===== src/rtl/fir_pkg.sv =====
// Shared widths, default coefficient set and output saturation for the 8-tap FIR.
package fir_pkg;

  localparam int unsigned NTAPS  = 8;
  localparam int unsigned DATA_W = 16;
  localparam int unsigned COEF_W = 16;
  localparam int unsigned OUT_W  = 32;
  localparam int unsigned ACC_W  = 35;

  localparam logic [NTAPS*COEF_W-1:0] COEFFS_DEFAULT = 128'h0001_0002_0003_0004_0004_0003_0002_0001;

  // Clamp the wide accumulator into the signed 32-bit range.
  function automatic logic signed [OUT_W-1:0] sat32(input logic signed [ACC_W-1:0] acc);
    logic [ACC_W-OUT_W:0] top;
    top = acc[ACC_W-1:OUT_W-1];
    if (top == '0 || top == '1) begin
      return acc[OUT_W-1:0];
    end else if (acc[ACC_W-1]) begin
      return {1'b1, {(OUT_W-1){1'b0}}};
    end else begin
      return {1'b0, {(OUT_W-1){1'b1}}};
    end
  endfunction

endpackage


===== src/rtl/fir_mac_tap.sv =====
// One FIR tap: registered signed sample-by-coefficient product, held when disabled.
module fir_mac_tap
  import fir_pkg::*;
#(
  parameter logic signed [COEF_W-1:0] Coef = '0
) (
  input  logic                     clk_i,
  input  logic                     rst_i,
  input  logic                     en_i,
  input  logic signed [DATA_W-1:0] x_i,
  output logic signed [OUT_W-1:0]  p_o
);

  logic signed [OUT_W-1:0] p_d, p_q;

  always_comb begin
    p_d = OUT_W'(x_i) * OUT_W'(Coef);
  end

  always_ff @(posedge clk_i or posedge rst_i) begin
    if (rst_i) begin
      p_q <= '0;
    end else if (en_i) begin
      p_q <= p_d;
    end
  end

  assign p_o = p_q;

endmodule


===== src/rtl/fir_filter.sv =====
// 8-tap signed direct-form FIR, AXI4-Stream in/out, three-stage pipeline stalled by the sink.
module fir_filter
  import fir_pkg::*;
#(
  parameter logic [NTAPS*COEF_W-1:0] COEFFS = COEFFS_DEFAULT
) (
  input  logic                     clk,
  input  logic                     reset,
  input  logic signed [DATA_W-1:0] s_axis_fir_tdata,
  input  logic                     s_axis_fir_tvalid,
  output logic                     s_axis_fir_tready,
  output logic signed [OUT_W-1:0]  m_axis_fir_tdata,
  output logic                     m_axis_fir_tvalid,
  output logic [3:0]               m_axis_fir_tkeep,
  input  logic                     m_axis_fir_tready
);

  logic en;
  logic accept;

  logic signed [DATA_W-1:0] x_d [NTAPS];
  logic signed [DATA_W-1:0] x_q [NTAPS];
  logic                     v1_q, v2_q;
  logic signed [OUT_W-1:0]  prod [NTAPS];
  logic signed [ACC_W-1:0]  acc;
  logic signed [OUT_W-1:0]  tdata_d, tdata_q;
  logic                     tvalid_q;

  assign en                = m_axis_fir_tready;
  assign s_axis_fir_tready = en & ~reset;
  assign accept            = s_axis_fir_tvalid & s_axis_fir_tready;

  // Delay line only moves on an accepted sample; bubbles leave it intact.
  always_comb begin
    x_d = x_q;
    if (accept) begin
      x_d[0] = s_axis_fir_tdata;
      for (int i = 1; i < NTAPS; i++) begin
        x_d[i] = x_q[i-1];
      end
    end
  end

  always_ff @(posedge clk or posedge reset) begin
    if (reset) begin
      x_q  <= '{default: '0};
      v1_q <= 1'b0;
      v2_q <= 1'b0;
    end else if (en) begin
      x_q  <= x_d;
      v1_q <= accept;
      v2_q <= v1_q;
    end
  end

  for (genvar i = 0; i < NTAPS; i++) begin : g_tap
    fir_mac_tap #(
      .Coef(COEFFS[COEF_W*i +: COEF_W])
    ) u_tap (
      .clk_i(clk),
      .rst_i(reset),
      .en_i (en),
      .x_i  (x_q[i]),
      .p_o  (prod[i])
    );
  end

  always_comb begin
    acc = '0;
    for (int i = 0; i < NTAPS; i++) begin
      acc = acc + ACC_W'(prod[i]);
    end
    tdata_d = sat32(acc);
  end

  always_ff @(posedge clk or posedge reset) begin
    if (reset) begin
      tdata_q  <= '0;
      tvalid_q <= 1'b0;
    end else if (en) begin
      tdata_q  <= tdata_d;
      tvalid_q <= v2_q;
    end
  end

  assign m_axis_fir_tdata  = tdata_q;
  assign m_axis_fir_tvalid = tvalid_q;
  assign m_axis_fir_tkeep  = reset ? 4'h0 : 4'hF;

endmodule


===== config.mk =====
export PLATFORM = sky130hd
export DESIGN_NAME = fir_filter
export DESIGN_NICKNAME = d
export VERILOG_FILES = /design/src/rtl/fir_pkg.sv /design/src/rtl/fir_mac_tap.sv /design/src/rtl/fir_filter.sv
export SDC_FILE = /design/constraint.sdc
export NUM_CORES = 1
export LEC_CHECK = 0
export CAP_MARGIN = 40
export CORE_AREA = 3 3 286 176
export CTS_CLUSTER_SIZE = 20
export DETAILED_ROUTE_END_ITERATION = 8
export DIE_AREA = 0 0 289 179
export GPL_ROUTABILITY_DRIVEN = 0
export PLACE_DENSITY_LB_ADDON = 0.3
export SYNTH_ARGS = -nofsm -noshare
export SYNTH_HDL_FRONTEND = slang
export SYNTH_SLANG_ARGS = --single-unit

===== constraint.sdc =====
create_clock -name clk -period 10.75 [get_ports clk]
set_input_delay 2.15 -clock clk [delete_from_list [all_inputs] [get_ports clk]]
set_output_delay 2.15 -clock clk [all_outputs]
set_load 0.02 [all_outputs]

==> summary.md <==
| Metric | Value |
|---|---|
| Outcome | completed |
| Worst Setup Slack, final | 4.671 ns |
| Pre-CTS setup slack | 4.628 ns |
| Antenna violations before repair | 0 |
| Setup Skew | 0.01128 ns |
| Vias post-DR | 10363 |
| RSZ-0062 raised after global routing | no |
| Clk_lat worst skew | 0.56 ns |
| Crit path kind | input pin to output pin |
| GR Util All Layers | 14.30% |
| Top Ports | 58 |
| Antenna Nets Post-Route | 0 |
| Slowest cell on crit path | clkdlybuf4s50_1 |
| Die X-Extent | 289 microns |
| Fmax | 0.1645 GHz |
| Average wire per standard cell | 16.60 microns |
| First-pass GRT wire length | 58.22 mm |
| TritonCTS Buffers | 29 |
| Post-synth top flop | dfrtp_1 |
| Worst-path cell chain | clkdlybuf4s50_1, clkinvlp_4, buf_4, buf_16, clkdlybuf4s50_1 |
| Crit path buffers/inverters | 5 |
| Net Count, Synth | 1689 |
| Post-CTS setup buffer count | 0 |
| Top cell by count, worst path | clkdlybuf4s50_1 |
| Core area | 47630 sq um |
| Yosys top cell by area | dfrtp_1 |
| H-tree levels | 1 |
| Hold Slack | 0.4850 ns |
| Drt first pass iters | 5 |
| Detailed Place HPWL | 27.30 mm |
| Cells on worst reg2reg path | 15 |
| Worst Path Arrival | 3.93 ns |
| Post-DR vias/cell | 4.760 |
| Clk buf depth | 3 |
| Iter 0 DRT Violations | 632 |
| Drc violations | 0 |
| Max-slew violations | 0 |
| Setup crit end kind | output pin |
| # rows | 62 |
| Worst Setup Start Kind | input pin |
| # clock sinks | 290 |
| Worst slew margin | 44.60% |
| Post-cts sizing count | 0 |
| Fraction of layout cells with a size suffix above 1 | 15.81% |
| Area of the multi-input gates | 8119 sq um |
| Worst-path clk slew | 0.06 ns |
| Syn Inst Count | 1473 |
| Max incr delay on CP | 0.67 ns |
| Flop2flop setup slack | 6.13 ns |
| Vias in the first global route | 10272 |
| Storage cell area | 7257 sq um |
| Crit path to | m_axis_fir_tkeep[0] |
| Overall routed net length | 36.14 mm |
| Post-synth top area share | 43.55% |
| Worst path top cell family by delay | buffers and inverters |
| Tmin final | 6.079 ns |
| Number of synthesized flops with an enable pin | 0 |
| Fin cells | 2177 |
| Crit path required time | 8.60 ns |
| Reg2Reg Capture Point | m_axis_fir_tdata[22]$_DFFE_PP0P_ |
| Worst-margin pin slew | 0.8309 ns |
| I/O Buffers | 57 |
| Netlist area before placement | 16660 sq um |
| Commonest non-fill, non-tap cells in the layout | 290 x dfrtp_1, 258 x inv_1, 165 x mux2_2 |
| Worst setup path startpoint | reset |
| Largest net degree at the start of global routing | 78 |
| Worst-path maximum fanout | 64 |
| # setup viols final | 0 |
| Hold_buf cts | 0 |
| Syn avg cell area | 11.31 sq um |
| Fin. Hold Viols | 0 |
| Placed cell count | 2124 |
| GRT Residual Overflow | 0 |
| Fill cells | 4583 |
| CTS root buf | clkbuf_16 |
| Post-synth cell types | 71 |
| Ant. Diodes | 0 |
| CTS tree | yes |
| Period utilization | 56.55% |
| Yosys warns | 0 |
| Sequential-to-total area share from yosys stat | 43.55% |
| Nets@finish | 1731 |
| Area Growth Syn to Fin | 13.33% |
| Asr flop ratio synth | 100.0% |
| DIE AREA | 51730 sq um |
| Most common cell after layout, fill and taps aside | dfrtp_1 |
| Max cap viols | 0 |
| Total number of cells along the worst setup path | 5 |
| Initial Util | 34.99% |
| Die H | 179 microns |
| Synth top area cells | dfrtp_1 44%, fa_1 14%, mux2_2 11% |
| Worst reg2reg path startpoint | g_tap[0].u_tap.p_o[4]$_DFFE_PP0P_ |
| Worst min path class | flop to flop |
| Yosys reg bits | 290 |
| Setup TNS | 0 ns |
through the flow:
step,utilization (%),cell area (sq um)
finish,39.65,18890
global route,39.65,18890
CTS,39.65,18890
detailed placement,37.64,17930
global placement,37.37,17800
floorplan,-,16670
area by class of cell:
cell class                 count  area share (%)
tap                          640           4.240
clock buffer                  38           4.233
clock inverter                15          0.8413
sequential                   290           38.42
multi-input combinational    864           42.99
timing repair buffer          70           4.048
inverter                     260           5.227
worst reg2reg max path, stage by stage, from the launching register on:
cell and delay (ns):
dfrtp_1 0.32, inv_1 0.07, fa_1 0.54, inv_1 0.08, fa_1 0.57, fa_1 0.56
inv_1 0.05, fa_1 0.59, inv_1 0.06, ha_1 0.30, a211oi_1 0.33, o21ai_1 0.24
nand3_1 0.18, a21oi_1 0.12, o31a_1 0.30, o31ai_1 0.21
state kept, by name, summed over array words and instances (netlist names):
register	cells
v1_q	1
x_q	128
g_tap.u_tap.p_o	134
m_axis_fir_tvalid	1
m_axis_fir_tdata	25
v2_q	1
cells in the mapped netlist, types with 11 or more instances:
cell      instances
dfrtp_1         290
mux2_1           19
o21ai_1          16
mux2_2          165
clkbuf_1         24
inv_1           259
fa_1            115
o21ai_0          88
nand3_1          11
nor2_1           31
xnor2_1          17
buf_2            22
nand2_1         124
ha_1             81
a21oi_1          52
a21o_1           13
worst min-delay path by stage:
stage,start,to,depth (start not counted)
4_1_cts,x_q[7]$_DFFE_PP0P_,g_tap[7].u_tap.p_o[7]$_DFFE_PP0P_,2
3_5_place_dp,x_q[4]$_DFFE_PP0P_,g_tap[7].u_tap.p_o[4]$_DFFE_PP0P_,2
6_report,x_q[4]$_DFFE_PP0P_,g_tap[7].u_tap.p_o[4]$_DFFE_PP0P_,2
3_3_place_gp,x_q[15]$_DFFE_PP0P_,g_tap[7].u_tap.p_o[15]$_DFFE_PP0P_,2
2_1_floorplan,x_q[4]$_DFFE_PP0P_,g_tap[7].u_tap.p_o[4]$_DFFE_PP0P_,2
5_1_grt,x_q[12]$_DFFE_PP0P_,x_q[12]$_DFFE_PP0P_,1
per-layer routing:
metal | vias to the layer above | wire (microns) | track usage [%]
met4 | 0 | 543 | 2.391
met2 | 225 | 12880 | 17.19
li1 | 4928 | - | -
met5 | - | 0 | 0
met3 | 44 | 2039 | 3.011
met1 | 5166 | 20680 | 25.02
cells by family (layout without fill, tap and decap cells):
logic type | Yosys count | count (layout) | synth area share, %
and+or+nand+nor | 214 | 214 | 5.699
DFF | 290 | 290 | 43.55
xor gates and xnor gates | 24 | 24 | 1.261
muxes | 191 | 191 | 12.85
adders and majority gates | 196 | 196 | 19.90
buffers and inverters | 319 | 383 | 7.778
AOI/OAI and AO/OA | 239 | 239 | 8.965
Power is left out: the tool's default activity adds up to more than one toggle a clock period on the data nets, which glitch-free logic cannot reach.
